$ cat src/rtl/param_tfhe_pkg.sv
// Shared TFHE parameters plus the modulus-switch output types that blind rotation consumes.
package param_tfhe_pkg;

  localparam int LWE_COEF_W = 12;
  localparam int LWE_K      = 4;
  localparam int LWE_K_P1_W = $clog2(LWE_K + 1);
  localparam int MOD_Q_W    = 64;
  localparam int PID_W      = 8;

  localparam logic [LWE_K_P1_W-1:0] LWE_K_IDX = LWE_K_P1_W'(LWE_K);

  typedef logic [LWE_COEF_W-1:0] ms_coef_t;
  typedef logic [LWE_K_P1_W-1:0] ms_idx_t;

  typedef struct packed {
    ms_coef_t          coef;
    ms_idx_t           idx;
    logic [PID_W-1:0]  pid;
    logic              body;
  } ms_out_t;

endpackage

$ cat src/rtl/pbs_ms_pipe_reg.sv
// Generic valid/ready register stage carrying one ms_out_t; holds its contents while stalled.
module pbs_ms_pipe_reg
  import param_tfhe_pkg::*;
(
  input  logic    clk,
  input  logic    a_rst_n,
  input  logic    in_vld,
  input  ms_out_t in_data,
  output logic    in_rdy,
  output logic    out_vld,
  output ms_out_t out_data,
  input  logic    out_rdy
);

  logic    vld_q;
  ms_out_t data_q;

  assign in_rdy   = !vld_q || out_rdy;
  assign out_vld  = vld_q;
  assign out_data = data_q;

  always_ff @(posedge clk or negedge a_rst_n) begin
    if (!a_rst_n) begin
      vld_q  <= 1'b0;
      data_q <= '0;
    end else if (in_rdy) begin
      vld_q <= in_vld;
      if (in_vld) data_q <= in_data;
    end
  end

endmodule

$ cat src/rtl/pbs_mod_switch.sv
// Modulus switch of LWE coefficients into [0, 2N) ahead of blind rotation.
// Define PBS_MOD_SWITCH_ROUND_EN for round-to-nearest; otherwise the coefficient is truncated.
module pbs_mod_switch
  import param_tfhe_pkg::*;
(
  input  logic                  clk,
  input  logic                  a_rst_n,
  input  logic [MOD_Q_W-1:0]    in_coef,
  input  logic [PID_W-1:0]      in_pid,
  input  logic                  in_last,
  input  logic                  in_vld,
  output logic                  in_rdy,
  output logic [LWE_COEF_W-1:0] out_coef,
  output logic [LWE_K_P1_W-1:0] out_idx,
  output logic [PID_W-1:0]      out_pid,
  output logic                  out_body,
  output logic                  out_vld,
  input  logic                  out_rdy,
  output logic                  err_last
);

  if (MOD_Q_W < LWE_COEF_W + 1) begin : g_width_chk
    $error("pbs_mod_switch: MOD_Q_W must be at least LWE_COEF_W+1");
  end

  logic     s0_vld_q;
  ms_out_t  s0_q;
  ms_out_t  s0_d;
  ms_idx_t  idx_q;
  ms_idx_t  idx_d;
  logic     err_q;
  logic     err_d;
  logic     s0_adv;
  logic     s1_adv;
  logic     hs;
  logic     is_body;
  ms_coef_t coef_d;
  logic     unused_bits;
  ms_out_t  s1_data;

`ifdef PBS_MOD_SWITCH_ROUND_EN
  logic [LWE_COEF_W:0]   r;
  logic [LWE_COEF_W+1:0] r_sum;

  // One spare bit below the output LSB plus a carry bit: adding half an LSB cannot overflow.
  assign r           = in_coef[MOD_Q_W-1 -: LWE_COEF_W+1];
  assign r_sum       = {1'b0, r} + (LWE_COEF_W+2)'(1);
  assign coef_d      = r_sum[LWE_COEF_W:1];
  assign unused_bits = ^{r_sum[LWE_COEF_W+1], r_sum[0], in_coef[MOD_Q_W-LWE_COEF_W-2:0]};
`else
  assign coef_d      = in_coef[MOD_Q_W-1 -: LWE_COEF_W];
  assign unused_bits = ^in_coef[MOD_Q_W-LWE_COEF_W-1:0];
`endif

  assign s0_adv  = !s0_vld_q || s1_adv;
  assign in_rdy  = s0_adv;
  assign hs      = in_vld && s0_adv;
  assign is_body = (idx_q == LWE_K_IDX);

  // The counter alone decides framing; in_last is only cross-checked.
  always_comb begin
    idx_d = idx_q;
    err_d = 1'b0;
    s0_d  = s0_q;
    if (hs) begin
      idx_d     = is_body ? '0 : idx_q + ms_idx_t'(1);
      err_d     = (in_last != is_body);
      s0_d.coef = coef_d;
      s0_d.idx  = idx_q;
      s0_d.pid  = in_pid;
      s0_d.body = is_body;
    end
  end

  // S0: computed coefficient register
  always_ff @(posedge clk or negedge a_rst_n) begin
    if (!a_rst_n) begin
      s0_vld_q <= 1'b0;
      s0_q     <= '0;
      idx_q    <= '0;
      err_q    <= 1'b0;
    end else begin
      idx_q <= idx_d;
      err_q <= err_d;
      s0_q  <= s0_d;
      if (s0_adv) s0_vld_q <= in_vld;
    end
  end

  // S1: output register
  pbs_ms_pipe_reg u_s1 (
    .clk      (clk),
    .a_rst_n  (a_rst_n),
    .in_vld   (s0_vld_q),
    .in_data  (s0_q),
    .in_rdy   (s1_adv),
    .out_vld  (out_vld),
    .out_data (s1_data),
    .out_rdy  (out_rdy)
  );

  assign out_coef = s1_data.coef;
  assign out_idx  = s1_data.idx;
  assign out_pid  = s1_data.pid;
  assign out_body = s1_data.body;
  assign err_last = err_q;

endmodule

$ cat config.mk
export PLATFORM = sky130hd
export DESIGN_NAME = pbs_mod_switch
export DESIGN_NICKNAME = d
export VERILOG_FILES = /design/src/rtl/param_tfhe_pkg.sv /design/src/rtl/pbs_ms_pipe_reg.sv /design/src/rtl/pbs_mod_switch.sv
export SDC_FILE = /design/constraint.sdc
export NUM_CORES = 1
export LEC_CHECK = 0
export BUFFER_PORTS_ARGS = -buffer_cell sky130_fd_sc_hd__buf_2
export CAP_MARGIN = 30
export CORE_ASPECT_RATIO = 0.8
export CORE_MARGIN = 3
export CORE_UTILIZATION = 46
export CTS_CLUSTER_SIZE = 20
export DETAILED_ROUTE_END_ITERATION = 10
export PLACE_DENSITY = 0.79
export SLEW_MARGIN = 20
export SYNTH_ARGS = -nofsm -noshare
export SYNTH_HDL_FRONTEND = slang
export SYNTH_SLANG_ARGS = --single-unit
$ cat constraint.sdc
create_clock -name clk -period 1.5 [get_ports clk]
set_clock_uncertainty 0.1 [all_clocks]
set_input_delay 0.075 -clock clk [delete_from_list [all_inputs] [get_ports clk]]
set_output_delay 0.075 -clock clk [all_outputs]
set_load 0.02 [all_outputs]
[Yosys cells after proc, flatten, opt, wreduce, memory -nomap -nowiden]
Cells that the tools add are included.
Word-level totals
  register bits: 54
  bits of input ports: 77
  output and inout port bits: 27
Operators by class
  $add $sub $neg: 1
  equality and inequality tests: 2
  muxes and demuxes: 2
  reductions and logical operators: 6
Operators with widths (number)
  adder 3 x 1 -> 3 bit, second input constant: 1
  == test 3 bit, second input constant: 1
  two-way mux 3 bit: 1
  zero test 1 bit: 2
  logical OR 1 bit: 2
  AND reduction 2 bit: 1
  logical AND 1 bit: 1
  two-way mux 1 bit: 1
  != test 1 bit: 1

[Logic depth before layout (Yosys ltp)]
Gate-level depths: netlist (run 1).
  word-level depth: 5
  depth in mapped cells: 5
  depth with buffers taken out: 5

[Modules after synthesis]
Synthesis (run 1) repeated with hierarchy kept, for this count alone.
Unflattened totals
  cell total of the unflattened synthesis: 127
  area, all modules: 2257.2 um^2
By module, submodules not included
  pbs_mod_switch: instances 1, cells an instance 73, area an instance 1213.7 um^2, sequential area each 725.7 um^2
  pbs_ms_pipe_reg: instances 1, cells an instance 54, area an instance 1043.5 um^2, sequential area each 625.6 um^2

[Worst setup path after synthesis (run 1)]
No wires, ideal clock.
  path type: register -> register
  from: reg u_s1.vld_q (netlist: u_s1.out_vld)
  to: reg s0_q[10] (netlist bit)
  library setup time: 125 ps
  arrival: 1291 ps
  data required time: 1275 ps
  setup slack: -16 ps
  cell stages (with the launch flop): 5
  buffers on the path: 1
  path through: dfrtp_1 > nand3b_4 > nand2_8 > buf_12 > mux2_4
Between the ends
  cells in the longest elaborated chain, start to end: 4
Ends and longest elaborated chain
  from (decl): line pbs_ms_pipe_reg.sv:15  | logic vld_q;
  from (signal assigned): line pbs_ms_pipe_reg.sv:27  | vld_q <= in_vld;
  zero test 1 bit: line pbs_ms_pipe_reg.sv:18  | assign in_rdy = !vld_q || out_rdy;
  logical OR 1 bit: line pbs_ms_pipe_reg.sv:18
  logical OR 1 bit: line pbs_mod_switch.sv:55  | assign s0_adv = !s0_vld_q || s1_adv;
  via in_rdy: line pbs_mod_switch.sv:12  | output logic in_rdy,
  logical AND 1 bit: line pbs_mod_switch.sv:57  | assign hs = in_vld && s0_adv;
  to (signal assigned): line pbs_mod_switch.sv:79  | s0_q <= '0;
  to (signal assigned): line pbs_mod_switch.sv:85  | s0_q <= s0_d;
  to (decl): line pbs_mod_switch.sv:27  | ms_out_t s0_q;
The timed path passes the listed nets, and every way through them passes these cells.
A chain may end at the register's enable or synchronous reset.

[Final worst setup path (run 1)]
  from: in out_rdy
  to: reg s0_q[2] (netlist bit)
Between the ends
  cells in the longest elaborated chain, start to end: 3
Ends and longest elaborated chain
  from (decl): line pbs_mod_switch.sv:18  | input logic out_rdy,
  logical OR 1 bit: line pbs_ms_pipe_reg.sv:18
  logical OR 1 bit: line pbs_mod_switch.sv:55
  logical AND 1 bit: line pbs_mod_switch.sv:57
No other way between the ends.

==> impl_metrics.prom, run 1 <==
# TYPE chip_impl_metric gauge
chip_impl_metric{name="numPortBuffers",unit=""} 51
chip_impl_metric{name="avgViaCountPerCell",unit=""} 4.839
chip_impl_metric{name="maxSlewViolCount",unit=""} 0
chip_impl_metric{name="yosysSeqAreaShare",unit="%"} 61.78
chip_impl_metric{name="grt-ovfl-total",unit=""} 0
chip_impl_info{name="worst_setup_ep_type",value="register"} 1
chip_impl_metric{name="power_density",unit="nW/um^2"} 1471
chip_impl_metric{name="syn-num-nets",unit=""} 206
chip_impl_metric{name="timing.final.hold_violations",unit=""} 0
chip_impl_metric{name="initial_antenna_violation_count",unit=""} 0
chip_impl_info{name="top_cells_by_area_synth",value="sky130_fd_sc_hd__dfrtp_1, sky130_fd_sc_hd__mux2_2, sky130_fd_sc_hd__mux2_4"} 1
chip_impl_metric{name="syn_area_per_cell",unit="sq um"} 17.22
chip_impl_metric{name="post_route_cells_drive_above_1_share",unit="%"} 54.29
chip_impl_metric{name="critPathRequiredTime",unit="ns"} 1.59
chip_impl_info{name="hold_path_class",value="in -> async"} 1
chip_impl_metric{name="ys_types",unit=""} 20
chip_impl_metric{name="cts_setup_buffers",unit=""} 0
chip_impl_metric{name="fin_hold_ws",unit="ns"} 0.2012
chip_impl_metric{name="pin_count",unit=""} 104
chip_impl_metric{name="antenna_cells",unit=""} 0
chip_impl_metric{name="die_width",unit="um"} 83.09
chip_impl_metric{name="grt_first_pass_wirelength",unit="um"} 6741
chip_impl_metric{name="detail_route.iter0.violations",unit=""} 45
chip_impl_metric{name="ys_seq_elements",unit=""} 54
chip_impl_metric{name="die_area",unit="sq um"} 5623
chip_impl_metric{name="maxClockFrequency",unit="GHz"} 0.6795
chip_impl_info{name="timing_worst_setup_path_type",value="in -> reg"} 1
chip_impl_metric{name="synth_area",unit="sq um"} 2187
chip_impl_metric{name="power.leakage",unit="nW"} 1.379
chip_impl_metric{name="yosysWarnings",unit=""} 0
chip_impl_metric{name="first_global_vias",unit=""} 1441
chip_impl_metric{name="min_period_over_period",unit="%"} 98.11
chip_impl_info{name="rsz0062_at_grt",value="false"} 1
chip_impl_metric{name="drtAntennaViolNets",unit=""} 0
chip_impl_metric{name="crit_arrival",unit="ns"} 1.56
chip_impl_metric{name="core_region_area",unit="sq um"} 4388
chip_impl_info{name="netlist.top_cell.by_area",value="sky130_fd_sc_hd__dfrtp_1"} 1
chip_impl_metric{name="die_y",unit="um"} 67.68
chip_impl_metric{name="nets",unit=""} 288
chip_impl_metric{name="post_cts_resize_count",unit=""} 0
chip_impl_info{name="clock_tree_from_tritoncts",value="yes"} 1
chip_impl_metric{name="gp_congestion",unit=""} 0.7339
chip_impl_metric{name="tritoncts.num_buffers",unit=""} 5
chip_impl_info{name="clockRootBuffer",value="sky130_fd_sc_hd__clkbuf_8"} 1
chip_impl_metric{name="slew_at_the_pin_with_the_worst_max_slew_slack",unit="ns"} 0.2810
chip_impl_metric{name="num_vias",unit=""} 1292
chip_impl_metric{name="wire_per_inst",unit="um"} 14.86
chip_impl_metric{name="path_max_fanout",unit=""} 14
chip_impl_metric{name="postSynthCellCount",unit=""} 127
chip_impl_metric{name="drc_errors",unit=""} 0
chip_impl_metric{name="finalCriticalPeriod",unit="ns"} 1.472
chip_impl_metric{name="dpl.hpwl",unit="um"} 2559
chip_impl_metric{name="numClockSinks",unit=""} 54
chip_impl_metric{name="clockBufferDepth",unit=""} 2
chip_impl_metric{name="timing.max_slew.rel_slack",unit="%"} 81.25
chip_impl_metric{name="peakVddDrop",unit="mV"} 0.7375
chip_impl_metric{name="clkSlewWorstSetupHoldPaths",unit="ns"} 0.09
chip_impl_metric{name="layout.filler_cells",unit=""} 314
chip_impl_metric{name="initial_core_util",unit="%"} 49.84
chip_impl_metric{name="report.final.setup_viol",unit=""} 0
chip_impl_metric{name="gr-usage-all-layers",unit="%"} 15.46
chip_impl_metric{name="max_cap_violations",unit=""} 0
chip_impl_metric{name="synth_top_cell_area_share",unit="%"} 61.78
chip_impl_metric{name="firstDrtPassIters",unit=""} 4
chip_impl_metric{name="synthToLayoutAreaGrowth",unit="%"} 30.66
chip_impl_metric{name="core.rowCount",unit=""} 21
chip_impl_metric{name="final.setup.tns",unit="ns"} 0
chip_impl_info{name="type_of_element_launching_the_critical_path",value="input port"} 1
chip_impl_metric{name="maximum_number_of_pins_on_one_net_before_global_route_repair",unit=""} 55
chip_impl_metric{name="h_tree_depth_reported_by_cts",unit=""} 2
chip_impl_info{name="outcome",value="finished, final reports clean"} 1
chip_impl_metric{name="wirelength",unit="um"} 3967
chip_impl_metric{name="clock_latency",unit="ns"} 0.29
## area by class of cell
type | count | area [sq um] | area share, %
clock inverter | 1 | 30.03 | 1.051
multi-input combinational | 67 | 773.2 | 27.06
inverter | 3 | 11.26 | 0.3940
sequential | 54 | 1353 | 47.33
clock buffer | 7 | 76.32 | 2.671
tap | 57 | 71.32 | 2.496
timing repair buffer | 78 | 543.0 | 19.00
## report_power, final
part / internal, mW / total, mW / switching [mW]
registers: 1.82 / 2.04 / 0.215
logic: 0.625 / 1.24 / 0.618
clock network: 0.499 / 0.922 / 0.423
## routing by layer
metal	part of all wire, %	track usage, %	vias up
met5	0	0	-
met1	45	18.37	652
met3	5.4	4.878	4
met2	49	27.00	33
met4	0.63	5.510	0
li1	-	-	603
## layout by cell type (no fill, tap or decap)
cell type,Yosys,final
sky130_fd_sc_hd__a21oi_1,1,1
sky130_fd_sc_hd__buf_12,2,2
sky130_fd_sc_hd__buf_2,0,51
sky130_fd_sc_hd__buf_4,0,1
sky130_fd_sc_hd__bufinv_16,0,1
sky130_fd_sc_hd__clkbuf_1,0,2
sky130_fd_sc_hd__clkbuf_8,0,5
sky130_fd_sc_hd__dfrtp_1,54,53
sky130_fd_sc_hd__dfrtp_2,0,1
sky130_fd_sc_hd__dlygate4sd3_1,0,24
sky130_fd_sc_hd__ha_1,2,2
sky130_fd_sc_hd__inv_1,3,3
sky130_fd_sc_hd__mux2_2,32,32
sky130_fd_sc_hd__mux2_4,16,16
sky130_fd_sc_hd__mux2i_1,2,2
sky130_fd_sc_hd__nand2_1,2,2
sky130_fd_sc_hd__nand2_2,1,1
sky130_fd_sc_hd__nand2_4,0,1
sky130_fd_sc_hd__nand2_8,1,1
sky130_fd_sc_hd__nand2b_1,2,2
sky130_fd_sc_hd__nand2b_2,1,1
sky130_fd_sc_hd__nand3b_4,1,1
sky130_fd_sc_hd__nor2_1,1,1
sky130_fd_sc_hd__o211ai_1,1,1
sky130_fd_sc_hd__o2bb2ai_1,1,1
sky130_fd_sc_hd__or2b_1,1,1
sky130_fd_sc_hd__xor2_1,1,1
## per-stage QoR
stage | instances | cell area [sq um] | utilization, % | power (mW) | setup WS [ns]
finish | 267 | 2858 | 65.13 | 4.204 | 0.02833
global route | 267 | 2858 | 65.13 | 4.465 | 0.002062
CTS | 266 | 2846 | 64.87 | 4.255 | 0.02997
detailed placement | 234 | 2500 | 56.97 | 3.271 | 0.09393
global placement | 234 | 2500 | 56.97 | 3.195 | 0.1212
floorplan | 127 | 2188 | - | 2.857 | 0.07604
## flip-flops by register name, indices dropped and copies added (netlist names)
signal and cells:
idx_q 3, s0_vld_q 1, u_s1.out_vld 1, s0_q 24
err_last 1, u_s1.out_data 24
## logic make-up after synthesis
group                      after synthesis  synth area share [%]
adders and majority gates                2                 1.144
buffers and inverters                    7                 3.375
muxes                                   50                 28.38
DFF                                     54                 61.79
and+or+nand+nor                         10                 3.948
AOI/OAI and AO/OA                        3                0.9725
xor gates and xnor gates                 1                0.4005
## cell usage after synthesis
cell type and number:
sky130_fd_sc_hd__dfrtp_1 54, sky130_fd_sc_hd__mux2_2 32, sky130_fd_sc_hd__mux2_4 16, sky130_fd_sc_hd__inv_1 3, sky130_fd_sc_hd__buf_12 2, sky130_fd_sc_hd__buf_6 2
sky130_fd_sc_hd__ha_1 2, sky130_fd_sc_hd__mux2i_1 2, sky130_fd_sc_hd__nand2_1 2, sky130_fd_sc_hd__nand2b_1 2, sky130_fd_sc_hd__a21oi_1 1, sky130_fd_sc_hd__nand2_2 1
sky130_fd_sc_hd__nand2_8 1, sky130_fd_sc_hd__nand2b_2 1, sky130_fd_sc_hd__nand3b_4 1, sky130_fd_sc_hd__nor2_1 1, sky130_fd_sc_hd__o211ai_1 1, sky130_fd_sc_hd__o2bb2ai_1 1
sky130_fd_sc_hd__or2b_1 1, sky130_fd_sc_hd__xor2_1 1
## timing repair
item	in CTS	in global routing
endpoints found under the hold margin	77	0
setup endpoints to repair	0	7
hold buffers	24	0
## path summary, 6_finish.rpt
kind / startpoint / to / slack, ns / depth (start not counted)
worst max-delay path: out_rdy / s0_q[2] / 0.03 / 5
worst min-delay path: a_rst_n / u_s1.out_data[15] / 0.20 / 3
worst max register to register: s0_vld_q / s0_q[2] / 0.10 / 3
worst min register to register: s0_q[5] / s0_q[5] / 0.41 / 1
max in group asynchronous: a_rst_n / u_s1.out_vld / 0.85 / 3
min in group clk: s0_q[5] / s0_q[5] / 0.41 / 1
## worst max-delay path, stage by stage
cell	delay [ns]
sky130_fd_sc_hd__dlygate4sd3_1	0.54
sky130_fd_sc_hd__buf_2	0.13
sky130_fd_sc_hd__nand3b_4	0.21
sky130_fd_sc_hd__nand2_4	0.27
sky130_fd_sc_hd__mux2_4	0.33
Note: power is estimated with default switching activity, not from simulation.
==> run 2: changes to the inputs <==
CELL_PAD_IN_SITES_DETAIL_PLACEMENT = 0   (was unset)
CELL_PAD_IN_SITES_GLOBAL_PLACEMENT = 2   (was unset)
CORE_UTILIZATION = 30   (was 46)
HOLD_SLACK_MARGIN = 0.12   (was unset)
==> impl_metrics.prom, run 2 (same netlist as run 1, synthesis figures left out) <==
# TYPE chip_impl_metric gauge
chip_impl_info{name="outcome",value="finished, final reports clean"} 1
chip_impl_metric{name="core_region_area",unit="sq um"} 6993
chip_impl_info{name="clockRootBuffer",value="sky130_fd_sc_hd__clkbuf_8"} 1
chip_impl_metric{name="finalCriticalPeriod",unit="ns"} 1.458
chip_impl_metric{name="die_y",unit="um"} 82.37
chip_impl_metric{name="power.net_switching",unit="mW"} 1.232
chip_impl_info{name="cell_with_the_biggest_individual_delay_on_the_critical_path",value="sky130_fd_sc_hd__dlygate4sd3_1"} 1
chip_impl_metric{name="drc_errors",unit=""} 0
chip_impl_metric{name="numClockSinks",unit=""} 54
chip_impl_info{name="layout.cells.most_common",value="sky130_fd_sc_hd__dfrtp_1"} 1
chip_impl_metric{name="dpl.hpwl",unit="um"} 2583
chip_impl_metric{name="gr-usage-all-layers",unit="%"} 10.39
chip_impl_metric{name="worstSetupPathDepth",unit=""} 6
chip_impl_metric{name="slew_at_the_pin_with_the_worst_max_slew_slack",unit="ns"} 0.3653
chip_impl_metric{name="initial_antenna_violation_count",unit=""} 0
chip_impl_metric{name="maxClockFrequency",unit="GHz"} 0.6857
chip_impl_metric{name="clkSlewWorstSetupHoldPaths",unit="ns"} 0.09
chip_impl_metric{name="power_density",unit="nW/um^2"} 1405
chip_impl_info{name="rsz0062_at_grt",value="true"} 1
chip_impl_metric{name="maximum_number_of_pins_on_one_net_before_global_route_repair",unit=""} 41
chip_impl_metric{name="clockBufferDepth",unit=""} 2
chip_impl_metric{name="placed_area",unit="sq um"} 2530
chip_impl_metric{name="design_internal_power",unit="mW"} 2.772
chip_impl_metric{name="wirelength",unit="um"} 4029
chip_impl_metric{name="timing.max_slew.rel_slack",unit="%"} 75.65
chip_impl_info{name="clock_tree_from_tritoncts",value="yes"} 1
chip_impl_metric{name="core.rowCount",unit=""} 27
chip_impl_metric{name="die_area",unit="sq um"} 8357
chip_impl_info{name="startpoint",value="out_rdy"} 1
chip_impl_metric{name="first_global_vias",unit=""} 1385
chip_impl_info{name="worstReg2RegEnd",value="s0_q[5]"} 1
chip_impl_metric{name="die_width",unit="um"} 101.5
chip_impl_metric{name="grt-ovfl-total",unit=""} 0
chip_impl_metric{name="power.clock.fraction",unit="%"} 18.5
chip_impl_metric{name="antenna_cells",unit=""} 0
chip_impl_metric{name="h_tree_depth_reported_by_cts",unit=""} 2
chip_impl_metric{name="power.leakage",unit="nW"} 1.359
chip_impl_metric{name="final.setup.tns",unit="ns"} 0
chip_impl_metric{name="peakVddDrop",unit="mV"} 0.6319
chip_impl_metric{name="nets",unit=""} 286
chip_impl_info{name="critical_path_destination",value="u_s1.out_data[12]"} 1
chip_impl_metric{name="report.final.setup_viol",unit=""} 0
chip_impl_metric{name="path_max_fanout",unit=""} 24
chip_impl_info{name="timing_worst_setup_path_type",value="in -> reg"} 1
chip_impl_metric{name="detail_route.iter0.violations",unit=""} 15
chip_impl_metric{name="critPathRequiredTime",unit="ns"} 1.58
chip_impl_info{name="final_cell_mix",value="sky130_fd_sc_hd__dfrtp_1, sky130_fd_sc_hd__buf_2, sky130_fd_sc_hd__mux2_2"} 1
chip_impl_metric{name="final_non_filler_cell_total",unit=""} 294
chip_impl_metric{name="wire_per_inst",unit="um"} 13.70
chip_impl_info{name="crit_chain",value="buf_2 -> dlygate4sd3_1 -> nand2b_2 -> nand2_2 -> buf_12 -> mux2_2"} 1
chip_impl_metric{name="numPortBuffers",unit=""} 51
chip_impl_metric{name="regToRegSetupSlack",unit="ns"} 0.08
chip_impl_info{name="worst_setup_ep_type",value="register"} 1
chip_impl_metric{name="share_comb_of_total_power",unit="%"} 30.9
chip_impl_metric{name="path_buf_inv",unit=""} 3
chip_impl_metric{name="grt_first_pass_wirelength",unit="um"} 6727
chip_impl_metric{name="cell_count_after_placement",unit=""} 263
chip_impl_metric{name="avgViaCountPerCell",unit=""} 4.350
chip_impl_metric{name="p_sw_share",unit="%"} 30.77
chip_impl_info{name="timing.critical_path.max_delay_family",value="buffers and inverters"} 1
chip_impl_metric{name="total_power",unit="mW"} 4.004
chip_impl_metric{name="timing.final.hold_violations",unit=""} 0
chip_impl_metric{name="pin_count",unit=""} 104
chip_impl_metric{name="fin_hold_ws",unit="ns"} 0.1343
chip_impl_metric{name="firstDrtPassIters",unit=""} 4
chip_impl_metric{name="num_vias",unit=""} 1279
chip_impl_metric{name="post_route_cells_drive_above_1_share",unit="%"} 53.62
chip_impl_info{name="type_of_element_launching_the_critical_path",value="input port"} 1
chip_impl_metric{name="max_cap_violations",unit=""} 0
chip_impl_info{name="worstReg2RegStart",value="s0_vld_q"} 1
chip_impl_metric{name="clock_latency",unit="ns"} 0.29
chip_impl_metric{name="initial_core_util",unit="%"} 31.28
chip_impl_metric{name="tritoncts.num_buffers",unit=""} 5
chip_impl_metric{name="drtAntennaViolNets",unit=""} 0
chip_impl_metric{name="maxSlewViolCount",unit=""} 0
chip_impl_metric{name="gp_congestion",unit=""} 0.6542
chip_impl_info{name="hold_path_class",value="in -> async"} 1
chip_impl_metric{name="design_area",unit="sq um"} 2850
chip_impl_metric{name="layout.filler_cells",unit=""} 659
chip_impl_metric{name="crit_arrival",unit="ns"} 1.54
chip_impl_metric{name="timing.critical_path.slowest_cell_delay",unit="ns"} 0.53
chip_impl_metric{name="synthToLayoutAreaGrowth",unit="%"} 30.32
chip_impl_metric{name="min_period_over_period",unit="%"} 97.22
chip_impl_metric{name="timing.reg2reg.worst_path_depth",unit=""} 3
chip_impl_metric{name="pwr-share-seq",unit="%"} 50.6
run 2: layout make-up:
cell class	count	area (sq um)	area share, %
clock buffer	7	76.32	2.678
inverter	3	11.26	0.3951
multi-input combinational	66	765.7	26.87
tap	87	108.9	3.819
timing repair buffer	77	535.5	18.79
sequential	54	1353	47.45
run 2: worst min-delay path by stage:
stage | startpoint | endpoint | slack (ns) | cells after the start
3_3_place_gp | a_rst_n | u_s1.out_data[17] | -0.09 | 1
2_1_floorplan | a_rst_n | err_last | -0.32 | 0
4_1_cts | a_rst_n | s0_q[23] | 0.13 | 2
5_1_grt | a_rst_n | s0_q[23] | 0.17 | 2
3_5_place_dp | a_rst_n | u_s1.out_data[18] | -0.08 | 1
6_report | a_rst_n | u_s1.out_data[18] | 0.13 | 2
run 2: through the flow:
| stage | worst slack [ns] | utilization, % |
|---|---|---|
| 6_report | 0.04164 | 40.76 |
| 3_3_place_gp | 0.07276 | 36.18 |
| 3_5_place_dp | 0.05578 | 36.18 |
| 5_1_grt | -0.006673 | 40.76 |
| 4_1_cts | 0.04032 | 40.71 |
| 2_1_floorplan | 0.07604 | - |
run 2: power groups by stage:
| stage | clock [mW] | combinational, mW | sequential, mW |
|---|---|---|---|
| 2_1_floorplan | 0 | 0.583 | 2.27 |
| 3_3_place_gp | 0 | 1.18 | 2.05 |
| 3_5_place_dp | 0 | 1.19 | 2.06 |
| 4_1_cts | 0.802 | 1.26 | 2.03 |
| 5_1_grt | 0.861 | 1.35 | 2.08 |
| 6_report | 0.741 | 1.24 | 2.03 |
run 2: timing repair:
item                       CTS  global route
gates resized for setup      0             1
hold endpoints to repair    78             0
setup endpoints to repair    0            23
hold buffers                24             0
setup buffers                0             0
run 2: routing by layer:
layer  vias up  global-route usage (%)  share of wire, %
met3         3                   3.275               4.6
met5         -                       0                 0
met2        37                   16.32                43
li1        600                       -                 -
met4         0                   1.992              0.35
met1       639                   14.25                52
==> run 3: changes to the inputs <==
BUFFER_PORTS_ARGS = -buffer_cell sky130_fd_sc_hd__clkbuf_2   (was -buffer_cell sky130_fd_sc_hd__buf_2)
MAX_ROUTING_LAYER = met4   (was unset)
==> impl_metrics.prom, run 3 (same netlist as run 1, synthesis figures left out) <==
# TYPE chip_impl_metric gauge
chip_impl_info{name="outcome",value="finished, final reports clean"} 1
chip_impl_metric{name="p_sw_share",unit="%"} 30.64
chip_impl_metric{name="maxSlewViolCount",unit=""} 0
chip_impl_metric{name="peakVddDrop",unit="mV"} 0.6231
chip_impl_metric{name="total_power",unit="mW"} 4.045
chip_impl_info{name="type_of_element_launching_the_critical_path",value="input port"} 1
chip_impl_metric{name="nets",unit=""} 286
chip_impl_metric{name="numClockSinks",unit=""} 54
chip_impl_metric{name="share_comb_of_total_power",unit="%"} 30.5
chip_impl_info{name="clock_tree_from_tritoncts",value="yes"} 1
chip_impl_metric{name="avgViaCountPerCell",unit=""} 4.461
chip_impl_info{name="rsz0062_at_grt",value="true"} 1
chip_impl_metric{name="numPortBuffers",unit=""} 51
chip_impl_metric{name="design_internal_power",unit="mW"} 2.806
chip_impl_metric{name="report.final.setup_viol",unit=""} 0
chip_impl_metric{name="timing.max_slew.rel_slack",unit="%"} 79.43
chip_impl_info{name="clockRootBuffer",value="sky130_fd_sc_hd__clkbuf_8"} 1
chip_impl_metric{name="maxClockFrequency",unit="GHz"} 0.6780
chip_impl_info{name="worstReg2RegStart",value="s0_vld_q"} 1
chip_impl_metric{name="min_period_over_period",unit="%"} 98.32
chip_impl_metric{name="core_region_area",unit="sq um"} 6993
chip_impl_info{name="final_cell_mix",value="sky130_fd_sc_hd__dfrtp_1, sky130_fd_sc_hd__clkbuf_2, sky130_fd_sc_hd__mux2_2"} 1
chip_impl_info{name="worstReg2RegEnd",value="s0_q[9]"} 1
chip_impl_info{name="layout.cells.most_common",value="sky130_fd_sc_hd__dfrtp_1"} 1
chip_impl_info{name="worst_setup_ep_type",value="register"} 1
chip_impl_metric{name="num_vias",unit=""} 1307
chip_impl_metric{name="gp_congestion",unit=""} 0.6555
chip_impl_metric{name="pwr-share-seq",unit="%"} 50.1
chip_impl_info{name="timing_worst_setup_path_type",value="in -> reg"} 1
chip_impl_metric{name="pin_count",unit=""} 104
chip_impl_metric{name="post-route-util",unit="%"} 40.90
chip_impl_metric{name="gr-usage-all-layers",unit="%"} 10.48
chip_impl_metric{name="drtAntennaViolNets",unit=""} 0
chip_impl_metric{name="die_width",unit="um"} 101.5
chip_impl_metric{name="final.setup.tns",unit="ns"} 0
chip_impl_metric{name="grt_first_pass_wirelength",unit="um"} 6624
chip_impl_metric{name="critPathRequiredTime",unit="ns"} 1.58
chip_impl_metric{name="timing.final.hold_violations",unit=""} 0
chip_impl_metric{name="drc_errors",unit=""} 0
chip_impl_metric{name="grt-ovfl-total",unit=""} 0
chip_impl_metric{name="detail_route.iter0.violations",unit=""} 13
chip_impl_metric{name="die_y",unit="um"} 82.37
chip_impl_metric{name="power.clock.fraction",unit="%"} 19.3
chip_impl_metric{name="initial_antenna_violation_count",unit=""} 0
chip_impl_metric{name="max_cap_violations",unit=""} 0
chip_impl_metric{name="initial_core_util",unit="%"} 31.28
chip_impl_metric{name="placed_area",unit="sq um"} 2530
chip_impl_metric{name="power.net_switching",unit="mW"} 1.240
chip_impl_metric{name="firstDrtPassIters",unit=""} 4
chip_impl_metric{name="design_area",unit="sq um"} 2860
chip_impl_metric{name="post_route_cells_drive_above_1_share",unit="%"} 54.37
chip_impl_metric{name="layout.filler_cells",unit=""} 654
chip_impl_metric{name="die_area",unit="sq um"} 8357
chip_impl_metric{name="clkSlewWorstSetupHoldPaths",unit="ns"} 0.09
chip_impl_metric{name="wire_per_inst",unit="um"} 13.37
chip_impl_metric{name="core.rowCount",unit=""} 27
chip_impl_metric{name="h_tree_depth_reported_by_cts",unit=""} 2
chip_impl_metric{name="power.leakage",unit="nW"} 1.377
chip_impl_metric{name="clockBufferDepth",unit=""} 2
chip_impl_metric{name="clock_latency",unit="ns"} 0.29
chip_impl_metric{name="path_max_fanout",unit=""} 28
chip_impl_metric{name="maximum_number_of_pins_on_one_net_before_global_route_repair",unit=""} 55
chip_impl_metric{name="slew_at_the_pin_with_the_worst_max_slew_slack",unit="ns"} 0.3077
chip_impl_metric{name="power_density",unit="nW/um^2"} 1414
chip_impl_metric{name="first_global_vias",unit=""} 1356
chip_impl_info{name="hold_path_class",value="in -> async"} 1
chip_impl_metric{name="wirelength",unit="um"} 3918
chip_impl_metric{name="finalCriticalPeriod",unit="ns"} 1.475
chip_impl_metric{name="antenna_cells",unit=""} 0
chip_impl_metric{name="tritoncts.num_buffers",unit=""} 5
chip_impl_metric{name="regToRegSetupSlack",unit="ns"} 0.08
chip_impl_metric{name="dpl.hpwl",unit="um"} 2469
chip_impl_metric{name="synthToLayoutAreaGrowth",unit="%"} 30.78
chip_impl_metric{name="timing.reg2reg.worst_path_depth",unit=""} 3
chip_impl_metric{name="crit_arrival",unit="ns"} 1.56
## run 3: final cells by class
cell class	count	area, sq um	area share, %
sequential	54	1353	47.29
multi-input combinational	66	769.5	26.90
timing repair buffer	77	535.5	18.72
tap	87	108.9	3.806
clock buffer	6	82.58	2.887
inverter	3	11.26	0.3937
## run 3: how the worst max path moves through the flow
stage,start,end,slack (ns)
floorplan,u_s1.out_vld,s0_q[10],0.08
global placement,s0_vld_q,s0_q[9],0.08
detailed placement,s0_vld_q,s0_q[5],0.07
CTS,out_rdy,s0_q[5],0.01
global route,out_rdy,s0_q[9],-0.02
finish,out_rdy,s0_q[9],0.03
## run 3: power by group through the flow
stage / clock network, mW / logic [mW] / registers (mW)
after floorplan: 0 / 0.583 / 2.27
after global placement: 0 / 1.17 / 2.06
after detailed placement: 0 / 1.18 / 2.06
after CTS: 0.833 / 1.24 / 2.04
after global routing: 0.905 / 1.35 / 2.09
final: 0.782 / 1.24 / 2.03
## run 3: per-layer routing
layer | wire, um | up-vias | GRT usage [%]
met5 | 0 | - | -
met4 | 16 | 0 | 1.992
met3 | 176 | 3 | 3.023
li1 | - | 600 | -
met2 | 1736 | 39 | 16.06
met1 | 1990 | 665 | 14.04
## run 3: critical path, cell delays in order
cell	delay, ns
sky130_fd_sc_hd__dlygate4sd3_1	0.53
sky130_fd_sc_hd__clkbuf_2	0.11
sky130_fd_sc_hd__nand3b_4	0.19
sky130_fd_sc_hd__nand2_8	0.27
sky130_fd_sc_hd__mux2_2	0.37
## run 3: timing repair
item,in CTS,in global routing
buffers inserted,0,0
hold endpoints to repair,78,0
hold buffers,24,0
setup endpoints to repair,0,8
gates resized for setup,0,2
## run 3: stage by stage
stage / setup slack, ns / instances / hold WS (ns)
2_1_floorplan: 0.07604 / 127 / -0.3206
3_3_place_gp: 0.08060 / 263 / -0.00008099
3_5_place_dp: 0.06887 / 263 / 0.004055
4_1_cts: 0.01256 / 293 / 0.2244
5_1_grt: -0.02154 / 293 / 0.2422
6_report: 0.02514 / 293 / 0.2145
